File: src/rtl/taxi_eth_mac_swap_if.sv
// AXI4-Stream bundle shared by the MAC-swap stage and its neighbours.
// src drives a stream, snk receives one.
interface taxi_axis_if #(
    parameter int DATA_W = 64,
    parameter int KEEP_W = DATA_W / 8,
    parameter int ID_W   = 8,
    parameter int USER_W = 1
);
    logic [DATA_W-1:0] tdata;
    logic [KEEP_W-1:0] tkeep;
    logic              tvalid;
    logic              tready;
    logic              tlast;
    logic [ID_W-1:0]   tid;
    logic [USER_W-1:0] tuser;

    modport src (
        output tdata, tkeep, tvalid, tlast, tid, tuser,
        input  tready
    );

    modport snk (
        input  tdata, tkeep, tvalid, tlast, tid, tuser,
        output tready
    );
endinterface

File: src/rtl/taxi_eth_mac_swap.sv
// Loopback TX stage: swaps Ethernet dst/src MAC addresses of each frame,
// bridging the 12-byte address field across the first two 64-bit beats.
module taxi_eth_mac_swap #(
    parameter int DATA_W = 64,
    parameter int KEEP_W = 8,
    parameter int ID_W   = 8,
    parameter int CNT_W  = 32
) (
    input  logic             clk,
    input  logic             rst_n,
    taxi_axis_if.snk         s_axis,
    taxi_axis_if.src         m_axis,
    input  logic             cfg_swap_en,
    output logic [CNT_W-1:0] stat_frames,
    output logic [CNT_W-1:0] stat_swapped,
    output logic [CNT_W-1:0] stat_passthru
);

    if (DATA_W != 64 || KEEP_W != DATA_W / 8) begin : g_bad_width
        $error("taxi_eth_mac_swap supports only DATA_W=64, KEEP_W=8");
    end

    typedef enum logic [1:0] {HEAD0, HEAD1, BODY, TAIL} state_t;

    state_t state_q, state_d;

    logic [DATA_W-1:0] hold_data_q, hold_data_d;
    logic [KEEP_W-1:0] hold_keep_q, hold_keep_d;
    logic [ID_W-1:0]   hold_id_q, hold_id_d;
    logic              hold_user_q, hold_user_d;
    logic              hold_last_q, hold_last_d;
    logic              sw_en_q, sw_en_d;
    logic              fr_sw_q, fr_sw_d;

    logic [DATA_W-1:0] m_data_q, m_data_d;
    logic [KEEP_W-1:0] m_keep_q, m_keep_d;
    logic [ID_W-1:0]   m_id_q, m_id_d;
    logic              m_user_q, m_user_d;
    logic              m_last_q, m_last_d;
    logic              m_valid_q, m_valid_d;
    logic              m_sw_q, m_sw_d;

    logic [CNT_W-1:0]  frames_q, swapped_q, passthru_q;

    logic              out_rdy;
    logic              s_rdy;
    logic              s_fire;
    logic              m_fire;
    logic              do_swap;
    logic [DATA_W-1:0] sw0, sw1;
    logic              push;
    logic              load;
    logic              load_sw;
    logic [DATA_W-1:0] push_data;

    assign out_rdy = !m_valid_q || m_axis.tready;
    assign s_fire  = s_axis.tvalid && s_rdy;
    assign m_fire  = m_valid_q && m_axis.tready;

    // hold = beat 0, s_axis = beat 1: exchange bytes 0..5 with 6..11
    assign sw0 = {hold_data_q[15:0], s_axis.tdata[31:0], hold_data_q[63:48]};
    assign sw1 = {s_axis.tdata[63:32], hold_data_q[47:16]};

    assign do_swap = sw_en_q &&
                     !(s_axis.tlast && s_axis.tkeep[3:0] != 4'hF);

    always_comb begin
        s_rdy = 1'b0;
        unique case (state_q)
            HEAD0: s_rdy = 1'b1;
            HEAD1: s_rdy = !hold_last_q && out_rdy;
            BODY:  s_rdy = out_rdy;
            TAIL:  s_rdy = out_rdy;
        endcase
        s_rdy = s_rdy && rst_n;
    end

    always_ff @(posedge clk) begin
        if (!rst_n) begin
            state_q <= HEAD0;
        end else begin
            state_q <= state_d;
        end
    end

    always_comb begin
        state_d = state_q;
        unique case (state_q)
            HEAD0: begin
                if (s_fire) state_d = HEAD1;
            end
            HEAD1: begin
                if (hold_last_q) begin
                    if (out_rdy) state_d = HEAD0;
                end else if (s_fire) begin
                    state_d = s_axis.tlast ? TAIL : BODY;
                end
            end
            BODY: begin
                if (s_fire && s_axis.tlast) state_d = TAIL;
            end
            TAIL: begin
                if (out_rdy) state_d = s_fire ? HEAD1 : HEAD0;
            end
        endcase
    end

    always_comb begin
        push      = 1'b0;
        load      = 1'b0;
        load_sw   = 1'b0;
        push_data = hold_data_q;
        sw_en_d   = sw_en_q;
        fr_sw_d   = fr_sw_q;
        unique case (state_q)
            HEAD0: begin
                if (s_fire) begin
                    load    = 1'b1;
                    sw_en_d = cfg_swap_en;
                    fr_sw_d = 1'b0;
                end
            end
            HEAD1: begin
                if (hold_last_q) begin
                    push = out_rdy;
                end else if (s_fire) begin
                    push    = 1'b1;
                    load    = 1'b1;
                    load_sw = do_swap;
                    fr_sw_d = do_swap;
                    if (do_swap) push_data = sw0;
                end
            end
            BODY: begin
                if (s_fire) begin
                    push = 1'b1;
                    load = 1'b1;
                end
            end
            TAIL: begin
                if (out_rdy) begin
                    push = 1'b1;
                    if (s_fire) begin
                        load    = 1'b1;
                        sw_en_d = cfg_swap_en;
                        fr_sw_d = 1'b0;
                    end
                end
            end
        endcase

        hold_data_d = hold_data_q;
        hold_keep_d = hold_keep_q;
        hold_id_d   = hold_id_q;
        hold_user_d = hold_user_q;
        hold_last_d = hold_last_q;
        if (load) begin
            hold_data_d = load_sw ? sw1 : s_axis.tdata;
            hold_keep_d = s_axis.tkeep;
            hold_id_d   = s_axis.tid;
            hold_user_d = s_axis.tuser[0];
            hold_last_d = s_axis.tlast;
        end

        m_valid_d = m_valid_q && !out_rdy;
        m_data_d  = m_data_q;
        m_keep_d  = m_keep_q;
        m_id_d    = m_id_q;
        m_user_d  = m_user_q;
        m_last_d  = m_last_q;
        m_sw_d    = m_sw_q;
        if (push) begin
            m_valid_d = 1'b1;
            m_data_d  = push_data;
            m_keep_d  = hold_keep_q;
            m_id_d    = hold_id_q;
            m_user_d  = hold_user_q;
            m_last_d  = hold_last_q;
            m_sw_d    = fr_sw_q;
        end
    end

    always_ff @(posedge clk) begin
        if (!rst_n) begin
            hold_data_q <= '0;
            hold_keep_q <= '0;
            hold_id_q   <= '0;
            hold_user_q <= 1'b0;
            hold_last_q <= 1'b0;
            sw_en_q     <= 1'b0;
            fr_sw_q     <= 1'b0;
            m_valid_q   <= 1'b0;
            m_data_q    <= '0;
            m_keep_q    <= '0;
            m_id_q      <= '0;
            m_user_q    <= 1'b0;
            m_last_q    <= 1'b0;
            m_sw_q      <= 1'b0;
        end else begin
            hold_data_q <= hold_data_d;
            hold_keep_q <= hold_keep_d;
            hold_id_q   <= hold_id_d;
            hold_user_q <= hold_user_d;
            hold_last_q <= hold_last_d;
            sw_en_q     <= sw_en_d;
            fr_sw_q     <= fr_sw_d;
            m_valid_q   <= m_valid_d;
            m_data_q    <= m_data_d;
            m_keep_q    <= m_keep_d;
            m_id_q      <= m_id_d;
            m_user_q    <= m_user_d;
            m_last_q    <= m_last_d;
            m_sw_q      <= m_sw_d;
        end
    end

    // frame statistics count on the output tlast handshake
    always_ff @(posedge clk) begin
        if (!rst_n) begin
            frames_q   <= '0;
            swapped_q  <= '0;
            passthru_q <= '0;
        end else if (m_fire && m_last_q) begin
            frames_q <= frames_q + CNT_W'(1);
            if (m_sw_q) swapped_q <= swapped_q + CNT_W'(1);
            else passthru_q <= passthru_q + CNT_W'(1);
        end
    end

    assign s_axis.tready = s_rdy;
    assign m_axis.tvalid = m_valid_q;
    assign m_axis.tdata  = m_data_q;
    assign m_axis.tkeep  = m_keep_q;
    assign m_axis.tid    = m_id_q;
    assign m_axis.tuser  = m_user_q;
    assign m_axis.tlast  = m_last_q;

    assign stat_frames   = frames_q;
    assign stat_swapped  = swapped_q;
    assign stat_passthru = passthru_q;

endmodule

File: src/flat_wrapper.sv
// flat-port wrapper written by rule: the top's interface ports become plain ports
module taxi_eth_mac_swap_flat 
#(
    parameter int DATA_W = 64,
    parameter int KEEP_W = 8,
    parameter int ID_W   = 8,
    parameter int CNT_W  = 32
)
  (clk, rst_n, cfg_swap_en, stat_frames, stat_swapped, stat_passthru, s_axis_tdata, s_axis_tkeep, s_axis_tvalid, s_axis_tlast, s_axis_tid, s_axis_tuser, s_axis_tready, m_axis_tdata, m_axis_tkeep, m_axis_tvalid, m_axis_tlast, m_axis_tid, m_axis_tuser, m_axis_tready);
  taxi_axis_if #(.DATA_W(DATA_W), .KEEP_W(KEEP_W), .ID_W(ID_W), .USER_W(1)) s_axis_i ();
  taxi_axis_if #(.DATA_W(DATA_W), .KEEP_W(KEEP_W), .ID_W(ID_W), .USER_W(1)) m_axis_i ();
  input  logic clk;
  input  logic rst_n;
  input  logic cfg_swap_en;
  output logic [CNT_W-1:0] stat_frames;
  output logic [CNT_W-1:0] stat_swapped;
  output logic [CNT_W-1:0] stat_passthru;
  input wire logic [$bits(s_axis_i.tdata)-1:0] s_axis_tdata;
  input wire logic [$bits(s_axis_i.tkeep)-1:0] s_axis_tkeep;
  input wire logic [$bits(s_axis_i.tvalid)-1:0] s_axis_tvalid;
  input wire logic [$bits(s_axis_i.tlast)-1:0] s_axis_tlast;
  input wire logic [$bits(s_axis_i.tid)-1:0] s_axis_tid;
  input wire logic [$bits(s_axis_i.tuser)-1:0] s_axis_tuser;
  output wire logic [$bits(s_axis_i.tready)-1:0] s_axis_tready;
  output wire logic [$bits(m_axis_i.tdata)-1:0] m_axis_tdata;
  output wire logic [$bits(m_axis_i.tkeep)-1:0] m_axis_tkeep;
  output wire logic [$bits(m_axis_i.tvalid)-1:0] m_axis_tvalid;
  output wire logic [$bits(m_axis_i.tlast)-1:0] m_axis_tlast;
  output wire logic [$bits(m_axis_i.tid)-1:0] m_axis_tid;
  output wire logic [$bits(m_axis_i.tuser)-1:0] m_axis_tuser;
  input wire logic [$bits(m_axis_i.tready)-1:0] m_axis_tready;
  assign s_axis_i.tdata = s_axis_tdata;
  assign s_axis_i.tkeep = s_axis_tkeep;
  assign s_axis_i.tvalid = s_axis_tvalid;
  assign s_axis_i.tlast = s_axis_tlast;
  assign s_axis_i.tid = s_axis_tid;
  assign s_axis_i.tuser = s_axis_tuser;
  assign s_axis_tready = s_axis_i.tready;
  assign m_axis_tdata = m_axis_i.tdata;
  assign m_axis_tkeep = m_axis_i.tkeep;
  assign m_axis_tvalid = m_axis_i.tvalid;
  assign m_axis_tlast = m_axis_i.tlast;
  assign m_axis_tid = m_axis_i.tid;
  assign m_axis_tuser = m_axis_i.tuser;
  assign m_axis_i.tready = m_axis_tready;
  taxi_eth_mac_swap #(.DATA_W(DATA_W), .KEEP_W(KEEP_W), .ID_W(ID_W), .CNT_W(CNT_W)) u_core (.clk(clk), .rst_n(rst_n), .s_axis(s_axis_i), .m_axis(m_axis_i), .cfg_swap_en(cfg_swap_en), .stat_frames(stat_frames), .stat_swapped(stat_swapped), .stat_passthru(stat_passthru));
endmodule
File: config.mk
export PLATFORM = sky130hd
export DESIGN_NAME = taxi_eth_mac_swap_flat
export DESIGN_NICKNAME = d
export VERILOG_FILES = /design/src/rtl/taxi_eth_mac_swap_if.sv /design/src/rtl/taxi_eth_mac_swap.sv /design/src/flat_wrapper.sv
export SDC_FILE = /design/constraint.sdc
export NUM_CORES = 1
export LEC_CHECK = 0
export ABC_AREA = 1
export ABC_CLOCK_PERIOD_IN_PS = 1650
export BUFFER_PORTS_ARGS = -buffer_cell sky130_fd_sc_hd__buf_2
export CORE_MARGIN = 2
export CORE_UTILIZATION = 50
export CTS_CLUSTER_DIAMETER = 100
export DETAILED_ROUTE_END_ITERATION = 8
export PLACE_DENSITY = 0.77
export SLEW_MARGIN = 30
export SYNTH_ARGS = -nofsm -noshare
export SYNTH_HDL_FRONTEND = slang
export SYNTH_SLANG_ARGS = --single-unit
File: constraint.sdc
create_clock -name clk -period 1.65 [get_ports clk]
set_clock_uncertainty 0.15 [all_clocks]
set_input_delay 0.165 -clock clk [delete_from_list [all_inputs] [get_ports clk]]
set_output_delay 0.165 -clock clk [all_outputs]
set_load 0.005 [all_outputs]
## After elaboration in Yosys (flattened, before gate mapping)

Index checks and enable logic that the tools add are counted.

| storage, ports and cells | value |
|---|---|
| bits in registers | 266 |
| word-level logic and storage cells | 91 |

| operators by class | value |
|---|---|
| add/sub/neg operators | 3 |
| eq/ne operators | 11 |
| reduce and logical (&&, ||, !) cells | 24 |
| bitwise gates (word level) | 1 |
| mux-type cells | 34 |

Operators with widths:

| kind | count |
|---|---|
| $mux 64 | 4 |
| $add 32x1->32 const B | 3 |
| $mux 32 | 1 |
| $mux 1 | 17 |
| $mux 2 | 6 |
| $pmux 1 s3 | 4 |
| $logic_and 1x1->1 | 9 |
| $ne 2x1->1 const B | 4 |
| $pmux 2 s4 | 1 |
| $reduce_and 2->1 | 3 |
| $reduce_and 5->1 | 1 |
| $eq 2x2->1 const B | 2 |
| $logic_not 1->1 | 4 |
| $ne 4x4->1 const B | 1 |
| $reduce_and 4->1 | 1 |
| $reduce_or 2->1 | 2 |
| $ne 3x1->1 const B | 1 |
| $ne 3x3->1 const B | 1 |
| $reduce_bool 3->1 | 1 |
| $eq 2x1->1 const B | 1 |
| $logic_not 2->1 | 1 |
| $ne 2x2->1 const B | 1 |
| $pmux 1 s2 | 1 |
| $reduce_bool 2->1 | 1 |
| other kinds (2) | 2 |

## Longest topological paths before layout

Gate-level depths: netlist of run 1.

| depth | value |
|---|---|
| depth in word-level cells | 10 |
| depth in mapped cells | 13 |
| gate-level depth less buffers | 11 |

## Worst setup path before layout of run 1

Ideal clock, no wire load.

| timing path | value |
|---|---|
| path kind | register to register |
| from | register u_core.frames_q[0] (netlist: u_core.stat_frames[0]) |
| to | register u_core.frames_q[16] (netlist: u_core.stat_frames[16]) |
| data required time | 1385 ps |
| data arrival time | 1404 ps |
| cell stages (with the launch flop) | 11 |
| setup slack | -19 ps |
| library setup time | 115 ps |
| cells stage by stage | dfxtp_1 ha_1 inv_1 nor2_2 nand4_1 nor2_1 nand2_1 inv_2 nand2_1 nand2_1 nor2_1 |

| on the way | value |
|---|---|
| word-level cells in the longest chain between the ends | 1 |

Ends and longest elaborated chain:

| what | RTL line | RTL |
|---|---|---|
| start: declaration | taxi_eth_mac_swap.sv:43 | `logic [CNT_W-1:0] frames_q, swapped_q, passthru_q;` |
| start signal: assignment | taxi_eth_mac_swap.sv:224 | `frames_q <= frames_q + CNT_W'(1);` |
| $add 32x1->32 | taxi_eth_mac_swap.sv:224 |  |

No other way between the ends.
A chain may end at the register's enable or synchronous reset.

==> results of run 1 <==
==> layer usage <==
layer | vias up | global-route usage [%] | share of wire, %
li1 | 7207 | - | -
met1 | 7250 | 40.7 | 37
met2 | 1057 | 55.8 | 47
met3 | 299 | 5.96 | 9.6
met4 | 0 | 14.8 | 6.4
met5 | - | 0 | 0
==> flip-flops by register name, indices dropped and copies added (netlist names), named ones only <==
| register | flops |
|---|---|
| u_core.hold_data_q | 64 |
| u_core.m_axis.tdata | 64 |
| u_core.stat_frames | 32 |
| u_core.stat_passthru | 32 |
| u_core.stat_swapped | 32 |
| u_core.hold_id_q | 8 |
| u_core.hold_keep_q | 8 |
| u_core.m_axis.tid | 8 |
| u_core.m_axis.tkeep | 8 |
| u_core.fr_sw_q | 1 |
| u_core.hold_last_q | 1 |
| u_core.hold_user_q | 1 |
| u_core.m_axis.tlast | 1 |
| u_core.m_axis.tuser | 1 |
| u_core.m_axis.tvalid | 1 |
| u_core.m_sw_q | 1 |
| u_core.state_q | 1 |
| u_core.sw_en_q | 1 |
==> cell families after synthesis <==
kind of cell / Yosys count / share of synthesized area (%)
and+or+nand+nor: 1197 / 38.6
AOI/OAI and AO/OA: 291 / 11.7
adders and majority gates: 3 / 0.299
xor gates and xnor gates: 10 / 0.697
DFF: 266 / 42.4
buffers and inverters: 178 / 6.27
==> cell type report <==
| cell class | instances | area, um2 |
|---|---|---|
| multi-input cells | 1502 | 7570 |
| fillers | 1657 | 5570 |
| flip-flops and latches | 266 | 5390 |
| repair buffers | 558 | 4480 |
| clock buffers | 35 | 798 |
| well taps | 330 | 413 |
| inverters | 86 | 343 |
| clock inverters | 18 | 329 |
| diodes | 1 | 2.50 |
==> worst paths after layout <==
path | endpoint | slack [ps] | cells after the start
hold reg to reg | u_core.hold_keep_q[3] | 310 | 2
hold / removal | u_core.fr_sw_q | 40 | 6
setup reg to reg | u_core.m_axis.tdata[0] | -280 | 11
setup / recovery | u_core.m_axis.tdata[0] | -280 | 11
==> what timing repair did <==
| item | in CTS | in global routing |
|---|---|---|
| cloned | 11 | 5 |
| hold buffers | 86 | 0 |
| endpoints found under the setup margin | 182 | 242 |
| endpoints found under the hold margin | 120 | 0 |
| gates resized for setup | 84 | 350 |
| setup buffers | 19 | 17 |
| pin swaps | 16 | 73 |
==> critical path, delay by kind of cell (launching register included) <==
family / cells / cell delay, ps
AND/OR/NAND/NOR: 8 / 860
buffers and inverters: 3 / 460
flip-flops: 1 / 360
==> power breakdown <==
group / leakage [nW] / switching (mW) / internal [mW] / total (mW)
Clock: 0.542 / 2.84 / 4.84 / 7.68
Combinational: 5.43 / 1.00 / 0.841 / 1.84
Sequential: 2.18 / 0.262 / 6.69 / 6.96
Total: 8.16 / 4.11 / 12.4 / 16.5
==> cells in the final DEF, fill, tap and decap left out, drive strengths merged, types with 4 or more instances in the layout <==
| cell | netlist | final |
|---|---|---|
| a21oi | 196 | 196 |
| buf | 50 | 466 |
| bufinv | 0 | 9 |
| clkbuf | 42 | 40 |
| clkinv | 1 | 6 |
| clkinvlp | 0 | 5 |
| dfxtp | 266 | 266 |
| dlygate4sd3 | 0 | 86 |
| inv | 85 | 84 |
| nand2 | 689 | 690 |
| nand3 | 98 | 98 |
| nand3b | 28 | 28 |
| nand4 | 13 | 13 |
| nor2 | 353 | 353 |
| nor3 | 11 | 11 |
| nor3b | 4 | 4 |
| o21ai | 89 | 89 |
| xnor2 | 4 | 4 |
| xor2 | 6 | 6 |
==> stage by stage <==
stage / hold slack [ps] / area (um2)
final: 36.5 / 19300
after global routing: 63.2 / 19300
after CTS: 19.8 / 18000
after detailed placement: 269 / 15300
after global placement: 266 / 15300
after floorplan: 158 / 12600
==> impl_metrics.tcl, run 1 <==
set metrics [dict create \
    grt-ovfl-total 0 \
    post-place-cells 2608 \
    finalCriticalPeriod_ps 1930 \
    total_power_mw 16.5 \
    synthesis.nets 2035 \
    hpwl_after_detailed_placement_mm 28.1 \
    tritoncts "yes" \
    irDropWorstVdd_mv 0.844 \
    clkSlewWorstSetupHoldPaths_ps 70 \
    timing.setup.critical_path_class "reg2reg" \
    worst_hold_startpoint "s_axis_tkeep[2]" \
    ant_nets 0 \
    critPathMaxStageDelay_ps 360 \
    timing.setup.tns_ps -12790 \
    buffer_ports.inserted 266 \
    syn_area_um2 12600 \
    maxSlewViolCount 0 \
    site_rows 58 \
    finalWorstSetupSlack_ps -277 \
    clock_path_buffers 3 \
    synth_most_common_cell "nand2_1" \
    grt_pass1_vias 14131 \
    max_slew.worst_pin.slew_ps 499 \
    synthDistinctLibCells 35 \
    drtPass1Iterations 7 \
    area.growth.synth_to_final_pct 53.8 \
    leakage_nw 8.16 \
    dr.first_iter.drc_count 1947 \
    routed_wire_length_per_instance_um 17.9 \
    via_count 15813 \
    gp_routability_congestion 0.945 \
    grt_first_pass_wirelength_mm 70.7 \
    synth.yosys.warnings 0 \
    drt_drc_violations_left 0 \
    ys.flop_type "dfxtp_1" \
    slowest_stage "dfxtp_2" \
    synth_area_leaders "dfxtp_1 (42%), nand2_1 (20%), nor2_1 (10%)" \
    cts_bufs_inserted 29 \
    maxCapViolations 0 \
    placeableCoreArea_um2 24900 \
    grt_setup_unrepaired "yes" \
    syn_inst 1945 \
    timing_hold_violations_final 0 \
    numClockSinks 266 \
    type_of_destination_of_the_critical_path "flip-flop" \
    final_cells 2796 \
    antenna_violations_before_repair 1 \
    ctsHtreeMaxLevel 1 \
    violations "negative setup slack" \
    placement.setup.worst_slack_ps -160 \
    crit_path_cell_trace "inv_4 > nand2_2 > nand2_2 > nand2_4 > nand4_1 > nand2_4 > buf_6 > bufbuf_16 > nand3_1 > nand2_1 > nor2_1" \
    yosysSeqAreaShare_pct 42.4 \
    post-route-period-util_pct 117 \
    synth_top_area_share_pct 42.4 \
    slew_headroom_pct 66.7 \
    layout.core_utilization_pct 77.6 \
    nets 2533 \
    clock_tree.root_cell "clkbuf_16" \
    clk-insertion-delay-late_ps 550 \
    critical_path_arrival_ps 2230 \
    min-delay-path-class "in2reg" \
    gr-usage-all-layers_pct 32.8 \
    dieWidth_um 163 \
    post_route_cells_drive_above_1_share_pct 34.0 \
    synth_top_cells_by_count "nand2_1 (686), nor2_1 (349), dfxtp_1 (266)" \
    die_height_um 163 \
    syn_avg_cell_area_um2 6.46 \
    overall_die_area_um2 26400 \
    fmax_mhz 519 \
    critPathRequiredTime_ps 1950 \
    power_per_cell_area_nw_per_um2 853 \
    postSynth.asyncResetShare_pct 0 \
    initial_core_util_pct 50.5 \
    cell_type_with_the_highest_aggregate_area_in_the_netlist "dfxtp_1" \
    timing.critical_path.from_type "flip-flop" \
    postSynthRegisterBits 266 \
    setup-violations-final 127 \
    routed_wl_mm 50.1 \
    grt_max_degree 87 \
    critPathMaxFanout 7 \
    number_of_synthesized_flops_with_an_enable_pin 0 \
    io_pins 267 \
    status "complete, but fails checks" \
    vias_per_cell 5.66 \
]
Note: power is estimated with default switching activity, not from simulation.
==> run 2: changes to the inputs <==
--- a/config.mk
+++ b/config.mk
@@ -6,13 +6,13 @@
 export NUM_CORES = 1
 export LEC_CHECK = 0
 export ABC_AREA = 1
-export ABC_CLOCK_PERIOD_IN_PS = 1650
+export ABC_CLOCK_PERIOD_IN_PS = 2100
 export BUFFER_PORTS_ARGS = -buffer_cell sky130_fd_sc_hd__buf_2
 export CORE_MARGIN = 2
-export CORE_UTILIZATION = 50
+export CORE_UTILIZATION = 55
 export CTS_CLUSTER_DIAMETER = 100
 export DETAILED_ROUTE_END_ITERATION = 8
-export PLACE_DENSITY = 0.77
+export PLACE_DENSITY = 0.8
 export SLEW_MARGIN = 30
 export SYNTH_ARGS = -nofsm -noshare
 export SYNTH_HDL_FRONTEND = slang
==> constraint.sdc (replaced) <==
create_clock -name clk -period 2.1 [get_ports clk]
set_clock_uncertainty 0.15 [all_clocks]
set_input_delay 0.21 -clock clk [delete_from_list [all_inputs] [get_ports clk]]
set_output_delay 0.21 -clock clk [all_outputs]
set_load 0.005 [all_outputs]
==> impl_metrics.tcl, run 2 (synthesis results as in run 1) <==
set metrics [dict create \
    postLayoutCellArea_um2 15900 \
    layout.cells.most_common "nand2_1" \
    total_power_mw 11.6 \
    min-delay-path-class "in2reg" \
    timing.critical_path.from_type "input port" \
    timing.setup.tns_ps 0 \
    netSwitchingPower_mw 2.81 \
    placed_area_um2 14100 \
    critPathRequiredTime_ps 2390 \
    hpwl_after_detailed_placement_mm 25.7 \
    numClockSinks 266 \
    clkSlewWorstSetupHoldPaths_ps 60 \
    dieWidth_um 155 \
    ant_nets 0 \
    dr.first_iter.drc_count 1269 \
    maxCapViolations 0 \
    die_height_um 155 \
    ctsHtreeMaxLevel 1 \
    finalCriticalPeriod_ps 2000 \
    grt_max_degree 138 \
    critPathMaxFanout 32 \
    overall_die_area_um2 24100 \
    antenna_violations_before_repair 1 \
    power_per_cell_area_nw_per_um2 727 \
    drt_drc_violations_left 0 \
    clock_path_buffers 3 \
    r2r_setup_slack_ps 150 \
    gp_routability_congestion 0.951 \
    clk-insertion-delay-late_ps 540 \
    post-route-period-util_pct 95.3 \
    routed_wire_length_per_instance_um 15.4 \
    irDropWorstVdd_mv 0.589 \
    leakage_nw 6.62 \
    placement.setup.worst_slack_ps 212 \
    area.growth.synth_to_final_pct 26.7 \
    worstSetupStartpoint "s_axis_tkeep[3]" \
    max_slew.worst_pin.slew_ps 605 \
    reg2regPathDepth 9 \
    clock_tree.root_cell "clkbuf_16" \
    grt_first_pass_wirelength_mm 61.9 \
    placeableCoreArea_um2 22500 \
    clockPowerShare_pct 43.4 \
    switching_share_pct 24.3 \
    buffer_ports.inserted 266 \
    seqPwrFrac_pct 47.0 \
    nets 2353 \
    timing.setup.critical_path_class "in2reg" \
    initial_core_util_pct 55.8 \
    status "finished clean" \
    post_route_cells_drive_above_1_share_pct 15.7 \
    fmax_mhz 500 \
    slew_headroom_pct 59.6 \
    timing_hold_violations_final 0 \
    cts_bufs_inserted 29 \
    drtPass1Iterations 7 \
    io_pins 267 \
    grt-ovfl-total 0 \
    layout.core_utilization_pct 70.8 \
    endpoint_of_the_most_critical_setup_path "u_core.m_axis.tdata[18]" \
    final_cells 2568 \
    grt_pass1_vias 12701 \
    combPwrFrac_pct 9.6 \
    internal_power_mw 8.76 \
    gr-usage-all-layers_pct 31.2 \
    crit-reg2reg-capture "u_core.hold_data_q[22]" \
    setup-violations-final 0 \
    vias_per_cell 5.47 \
    critical_path_arrival_ps 2290 \
    routed_wl_mm 39.6 \
    post-place-cells 2432 \
    via_count 14054 \
    maxSlewViolCount 0 \
    mostFrequentLayoutCells "nand2_1 (685), nor2_1 (348), dfxtp_1 (266)" \
    hold_ws_ps 45.4 \
    finalWorstSetupSlack_ps 99.0 \
    type_of_destination_of_the_critical_path "flip-flop" \
    site_rows 55 \
    tritoncts "yes" \
    post_cts_buffers 0 \
]
run 2: cell type report:
type | instances | area [um2]
clock buffer | 42 | 845
fill | 1843 | 6580
sequential | 266 | 5330
multi-input combinational | 1502 | 6480
tap | 285 | 357
clock inverter | 8 | 90.1
timing repair buffer | 378 | 2500
antenna | 1 | 2.50
inverter | 86 | 329
run 2: repair_timing:
action	CTS	global route
endpoints found under the hold margin	117	0
endpoints found under the setup margin	0	14
hold buffers	84	0
resized for setup	0	3
run 2: routing by layer:
layer | share of wire [%] | wire length [um] | global-route usage [%] | vias up
met5 | 0 | 0 | 0 | -
met1 | 42 | 16500 | 41.0 | 6468
met2 | 47 | 18400 | 51.8 | 637
met4 | 2.9 | 1170 | 11.1 | 0
met3 | 8.8 | 3490 | 5.46 | 107
li1 | - | - | - | 6842
run 2: worst max-delay path: stages:
cell           delay, ps
dlygate4sd3_1        550
buf_2                130
nand2_1               50
o21ai_1              350
nand3_4              160
inv_2                190
nand2_4              270
nand2_1              160
nand3_1               80
nand2_1               80
nor2_1                50
run 2: power groups by stage:
stage	clock network (mW)	logic (mW)	registers, mW
after CTS	5.06	1.08	5.42
after floorplan	0	0.566	5.49
final	5.02	1.11	5.43
after global routing	5.27	1.23	5.45
after global placement	0	0.929	5.52
after detailed placement	0	0.949	5.53
run 2: how the worst min path moves through the flow:
stage                                from                    end  slack [ps]  cells past startpoint
finish                      s_axis_tvalid     u_core.hold_user_q          50                      5
global route                s_axis_tvalid  u_core.hold_keep_q[7]          70                      5
CTS                         s_axis_tvalid    u_core.hold_id_q[4]          30                      5
detailed placement  u_core.hold_keep_q[4]  u_core.hold_keep_q[4]         300                      2
global placement    u_core.hold_keep_q[2]  u_core.hold_keep_q[2]         290                      2
floorplan                   s_axis_tid[7]    u_core.hold_id_q[7]         200                      2
